<file path="config.mk">
export PLATFORM = sky130hd
export DESIGN_NAME = dbus_arbiter
export DESIGN_NICKNAME = d
export VERILOG_FILES = /design/src/rtl/dbus_arbiter.sv
export SDC_FILE = /design/constraint.sdc
export NUM_CORES = 1
export LEC_CHECK = 0
export ABC_AREA = 0
export ABC_CLOCK_PERIOD_IN_PS = 1600
export CAP_MARGIN = 20
export CORE_AREA = 10 10 109 111
export CTS_CLUSTER_DIAMETER = 80
export CTS_CLUSTER_SIZE = 10
export DETAILED_ROUTE_END_ITERATION = 16
export DIE_AREA = 0 0 119 121
export GPL_TIMING_DRIVEN = 0
export PLACE_DENSITY = 0.74
export REMOVE_ABC_BUFFERS = 1
export SYNTH_ARGS = -nofsm -noshare
export SYNTH_HDL_FRONTEND = slang
export SYNTH_SLANG_ARGS = --single-unit
export TNS_END_PERCENT = 20
</file>
<file path="constraint.sdc">
create_clock -name clk -period 1.6 [get_ports clk]
set_input_delay 0.32 -clock clk [delete_from_list [all_inputs] [get_ports clk]]
set_output_delay 0.32 -clock clk [all_outputs]
set_load 0.1 [all_outputs]
</file>
<file path="src/rtl/dbus_arbiter.sv">
// dbus_arbiter: round-robin share of the data bus between CPU MEM (m0) and DMA/debug (m1).
// Ports: clk/rst_n; m*_req/wen/addr/wdata in, m*_rdata/ack/err/stall out; s_* to the bridge.
// Optional: define DBUS_TIMEOUT_EN to abort a grant after TIMEOUT cycles without s_ready.
module dbus_arbiter #(
  parameter int AW      = 32,
  parameter int DW      = 32,
  parameter int TIMEOUT = 15
) (
  input  logic          clk,
  input  logic          rst_n,
  input  logic          m0_req,
  input  logic          m0_wen,
  input  logic [AW-1:0] m0_addr,
  input  logic [DW-1:0] m0_wdata,
  output logic [DW-1:0] m0_rdata,
  output logic          m0_ack,
  output logic          m0_err,
  output logic          m0_stall,
  input  logic          m1_req,
  input  logic          m1_wen,
  input  logic [AW-1:0] m1_addr,
  input  logic [DW-1:0] m1_wdata,
  output logic [DW-1:0] m1_rdata,
  output logic          m1_ack,
  output logic          m1_err,
  output logic          m1_stall,
  output logic [AW-1:0] s_addr,
  output logic          s_wen,
  output logic [DW-1:0] s_wdata,
  input  logic [DW-1:0] s_rdata,
  input  logic          s_ready
);

  typedef enum logic [1:0] {
    IDLE = 2'd0,
    GNT0 = 2'd1,
    GNT1 = 2'd2
  } state_t;

  state_t r_state;
  state_t w_state_nxt;
  logic   r_last_gnt;
  logic   w_last_nxt;
  logic   w_to;
  logic   w_done;

`ifdef DBUS_TIMEOUT_EN
  localparam int CW = $clog2(TIMEOUT + 1);
  localparam logic [CW-1:0] TO_LAST = CW'(TIMEOUT - 1);

  logic [CW-1:0] r_cnt;

  // Zero in the first grant cycle, so TO_LAST marks the TIMEOUT-th cycle.
  always_ff @(posedge clk or negedge rst_n) begin
    if (!rst_n) begin
      r_cnt <= '0;
    end else if (r_state == IDLE) begin
      r_cnt <= '0;
    end else begin
      r_cnt <= r_cnt + 1'b1;
    end
  end

  assign w_to = (r_state != IDLE) && (r_cnt == TO_LAST) && !s_ready;
`else
  assign w_to = 1'b0;
`endif

  assign w_done = (r_state != IDLE) && (s_ready || w_to);

  always_ff @(posedge clk or negedge rst_n) begin
    if (!rst_n) begin
      r_state    <= IDLE;
      r_last_gnt <= 1'b1;
    end else begin
      r_state    <= w_state_nxt;
      r_last_gnt <= w_last_nxt;
    end
  end

  always_comb begin
    w_state_nxt = r_state;
    w_last_nxt  = r_last_gnt;
    s_addr      = '0;
    s_wen       = 1'b0;
    s_wdata     = '0;
    m0_ack      = 1'b0;
    m1_ack      = 1'b0;
    m0_err      = 1'b0;
    m1_err      = 1'b0;
    m0_rdata    = '0;
    m1_rdata    = '0;
    unique case (r_state)
      IDLE: begin
        if (m0_req && m1_req) begin
          w_state_nxt = r_last_gnt ? GNT0 : GNT1;
        end else if (m0_req) begin
          w_state_nxt = GNT0;
        end else if (m1_req) begin
          w_state_nxt = GNT1;
        end
      end
      GNT0: begin
        s_addr   = m0_addr;
        s_wen    = m0_wen & ~w_to;
        s_wdata  = m0_wdata;
        m0_ack   = w_done;
        m0_err   = w_to;
        m0_rdata = s_ready ? s_rdata : '0;
        if (w_done) begin
          w_state_nxt = IDLE;
          w_last_nxt  = 1'b0;
        end
      end
      GNT1: begin
        s_addr   = m1_addr;
        s_wen    = m1_wen & ~w_to;
        s_wdata  = m1_wdata;
        m1_ack   = w_done;
        m1_err   = w_to;
        m1_rdata = s_ready ? s_rdata : '0;
        if (w_done) begin
          w_state_nxt = IDLE;
          w_last_nxt  = 1'b1;
        end
      end
      default: begin
        w_state_nxt = IDLE;
      end
    endcase
  end

  // Stall is purely request-driven so it stays valid even while in reset.
  assign m0_stall = m0_req & ~m0_ack;
  assign m1_stall = m1_req & ~m1_ack;

endmodule

</file>
# After elaboration in Yosys (flattened, before gate mapping)
# Cells that the tools add are included.
[word_totals]
regBits = 3
input_bits = 167
word_cells = 37
[op_classes]
mux = 17
n_eq_ne = 6
bitwise = 4
n_reduce_logical = 8
[ops]
columns = ["operator", "count"]
rows = [
  ["$pmux W32 S2", 2],
  ["$mux W32", 3],
  ["$mux W2", 5],
  ["$mux W1", 4],
  ["$ne A2 B2 Y1 const B", 2],
  ["$ne A4 B4 Y1 const B", 1],
  ["$pmux W1 S2", 2],
  ["$pmux W2 S2", 1],
  ["$reduce_bool A2 Y1", 2],
  ["$reduce_and A3 Y1", 1],
  ["$and A1 B1 Y1", 2],
  ["$eq A2 B1 Y1 const B", 1],
  ["$eq A2 B2 Y1 const B", 1],
  ["$logic_and A1 B1 Y1", 2],
  ["$logic_not A2 Y1", 1],
  ["$ne A2 B1 Y1 const B", 1],
  ["$not A1 Y1", 2],
  ["$reduce_and A2 Y1", 1],
  ["$reduce_or A2 Y1", 1],
]

# Depth between registers and ports, before layout
[depth]
word_depth = 5
depth_mapped = 6
ltp_nobuf = 5

# Worst setup path after synthesis
# Ideal clock, no wire load.
[synth_timing]
path_kind = "register -> output"
from = "register r_state[0]"
to = "output port m1_stall"
n_path_buf = 1
path_stages_with_launch = 7
slack_ps = -1776
arrival_ps = 3056
t_required_ps = 1280
path_cell_list = "dfrtp_1 inv_1 ha_1 buf_4 nand2_1 nor2_1 nor2b_1"
[synth_between]
elab_chain_cells = 5
word_cells_on_any_way = 6
[synth_rtl]
columns = ["item", "line", "rtl"]
rows = [
  ["from (decl)", "40", "state_t r_state;"],
  ["from (signal assigned)", "76", "r_state <= w_state_nxt;"],
  ["$reduce_bool A2 Y1", "69", "assign w_done = (r_state != IDLE) && (s_ready || w_to);"],
  ["$logic_and A1 B1 Y1", "69", ""],
  ["$mux W1 (*)", "93", "unique case (r_state)"],
  ["via m1_ack", "24", "output logic m1_ack,"],
  ["$not A1 Y1 (*)", "135", "assign m1_stall = m1_req & ~m1_ack;"],
  ["$and A1 B1 Y1 (*)", "135", ""],
  ["to (decl)", "26", "output logic m1_stall,"],
]
# Mark *: on every way through the listed nets, which the timed path passes. The rest lies on a longest branch.

# Worst setup path after layout
[layout_timing]
from = "register r_state[0]"
to = "output port m1_rdata[4]"
[layout_between]
elab_chain_cells = 2
[layout_rtl]
columns = ["item", "line", "rtl"]
rows = [
  ["$eq A2 B2 Y1", "93", ""],
  ["$mux W32", "93", ""],
  ["to (decl)", "23", "output logic [DW-1:0] m1_rdata,"],
]
# No other way between the ends.

==> impl_metrics.ini <==
[routing]
drt_pass1_iterations = 5
wl_um = 19100
avgRoutedWirePerCell_um = 27.6
drc = 0
vias = 3528
vias_per_cell = 5.09
final_antenna_net_count = 0
drt_iter0_markers = 206

[flow_run]
maxCapViolations = 0

[clocking]
cts_buffer_depth = 2
clk_latency_ns = 0.22
cts_buffers = 3
cts_tree = done
clk_pin_slew_ns = 0.04
cts-root-buf = clkbuf_8
h-tree-depth = 1
cts.sinks = 3

[critical_path]
cp_data_required_time_ns = 1.28
arrival_ns = 1.80
start_kind = flip-flop
end_kind = output pin
critical_path_class = reg2out
path_max_fanout = 24

[die]
dieWidth_um = 119
die_area_mm2 = 0.0144
core_mm2 = 0.00964
start_util_pct = 18.4
pin_count = 302
fp.dieH_um = 121
num_rows = 36

[synthesis]
ys_warn_count = 0
yosys.cell_types.count = 23
postSynthCellCount = 262
syn_area_mm2 = 0.00178
ys_seq_elements = 3
yosysSeqAreaShare_pct = 4.30
avgSynthCellArea_um2 = 6.78

[sta]
tns_ns = -48.86
hold_viol_final = 0
worst_slew_pin_slew_ns = 0.626
max_clock_freq_ghz = 0.473
finalWorstSetupSlack_ns = -0.516
holdWs_ns = 0.284
slew_headroom_pct = 58.3
worst_clock_skew_ns = 0.00201
timing.final.crit_period_ns = 2.12
finalSetupViolations = 134
fin_crit_sh_pct = 132
slew_violations = 0
rsz0062_at_grt = yes

[status]
outcome = complete, but fails checks
violations = negative setup slack

[layout]
final_util_pct = 72.5
area_growth_pct = 293
final_nets = 734
drive_above_1_share_pct = 53.2
fillers = 638
antenna_cells = 0

[global_route]
grt.total_usage_pct = 19.8
grt_pass1_vias = 3377
grt_max_degree = 69
grt_pass1_wl_um = 22600
grt_overflow = 0
antenna_found_initial = 0

[placement]
hpwl_um = 11400
gp_congestion = 0.823
portBuffers = 299

[pwr]
power.leakage_nw = 2.69
peakVddDrop_v = 0.00151
p_total_mw = 16.5
power.density_mw_per_mm2 = 2360

[worst_hold_path]
min_path_type = in2async
logic make-up (layout without fill, tap and decap cells):
logic type / count (synthesis) / after routing / share of synthesized area [%]
compound gates: 69 / 69 / 28.9
fa+ha+maj: 6 / 6 / 4.23
buf+inv: 41 / 338 / 12.0
flops: 3 / 3 / 4.30
mux: 2 / 2 / 1.41
other cells: 1 / 2 / 0.211
simple gates: 140 / 140 / 48.9
path summary, 6_finish.rpt:
| kind | end | start | depth (start not counted) | slack (ns) |
|---|---|---|---|---|
| setup / recovery | m1_rdata[4] | r_state[0]$_DFFE_PN0P_ | 5 | -0.52 |
| hold / removal | r_state[1]$_DFFE_PN0P_ | rst_n | 1 | 0.28 |
| setup reg to reg | r_state[1]$_DFFE_PN0P_ | r_state[1]$_DFFE_PN0P_ | 5 | -0.06 |
| hold reg to reg | r_last_gnt$_DFFE_PN1P_ | r_last_gnt$_DFFE_PN1P_ | 2 | 0.56 |
| max in group asynchronous | r_last_gnt$_DFFE_PN1P_ | rst_n | 1 | 1.09 |
| min in group clk | r_last_gnt$_DFFE_PN1P_ | r_last_gnt$_DFFE_PN1P_ | 2 | 0.56 |
where the power goes:
| group | internal, mW | switching (mW) | total, mW |
|---|---|---|---|
| Clock | 0.171 | 0.0600 | 0.231 |
| Combinational | 6.18 | 9.92 | 16.1 |
| Sequential | 0.123 | 0.0477 | 0.171 |
metrics by stage:
step / setup slack [ns] / instances / area (um2)
after detailed placement: -1.72 / 659 / 4770
final: -0.516 / 693 / 6990
after floorplan: -3.14 / 226 / 1580
after CTS: -0.448 / 690 / 5590
after global placement: -3.42 / 658 / 4740
after global routing: -0.584 / 693 / 6990
per-layer routing:
metal | share of wire (%) | GRT usage, % | wire length, um | vias to the layer above
li1 | - | - | - | 1553
met1 | 34 | 21.0 | 6540 | 1753
met2 | 58 | 39.5 | 11100 | 182
met3 | 4.8 | 4.00 | 928 | 40
met4 | 3.1 | 3.21 | 586 | 0
met5 | 0 | 0 | 0 | -
layout make-up:
| class | count | area [um2] | area share [%] |
|---|---|---|---|
| timing repair buffer | 330 | 4610 | 66.0 |
| multi-input combinational | 219 | 2060 | 29.5 |
| tap | 133 | 166 | 2.38 |
| sequential | 3 | 78.8 | 1.13 |
| clock buffer | 4 | 45.0 | 0.645 |
| inverter | 4 | 22.5 | 0.322 |
repair_timing:
item                       4_1_cts  5_1_grt
hold buffers                     0        0
gates cloned                     5        1
buffers inserted                22        3
resized for setup              962      360
pin swaps                       14       30
setup endpoints to repair      136      134
synthesized netlist by cell type, drive strengths merged:
library cell,instances,area (um2)
dfrtp,2,50.1
nand3,1,5.00
nor2,2,7.51
conb,1,3.75
a22oi,65,488
a21oi,1,5.00
buf,30,171
ha,6,75.1
nand2b,1,6.26
o21ai,1,8.76
nor2b,67,419
or2b,1,7.51
inv,4,15.0
and3,64,400
mux2,1,15.0
dfstp,1,26.3
a31oi,2,12.5
nor3b,1,12.5
clkbuf,7,26.3
nand2,3,11.3
mux2i,1,10.0
placed cells by master (no fill, tap or decap), types with 4 or more instances in the layout:
cell type        Yosys  routed
clkdlybuf4s50_1      0     165
buf_12               0     116
and3_4               0      43
a22oi_1             65      42
nor2b_2              0      37
buf_6                1      28
a22oi_2              0      23
and3_1              64      21
nor2b_1             67      18
nor2b_4              0      12
buf_4                6      10
buf_8                0       5
ha_4                 0       4
sequential cells by signal, summed over array words and instances (netlist names):
| register | count |
|---|---|
| r_state | 2 |
| r_last_gnt | 1 |
critical path: stages, from the launching register on:
cell and delay (ns):
dfrtp_2 0.42, inv_4 0.09, ha_4 0.25, bufbuf_16 0.34
and3_1 0.26, buf_12 0.21
Power figures use the tool's default switching activity.
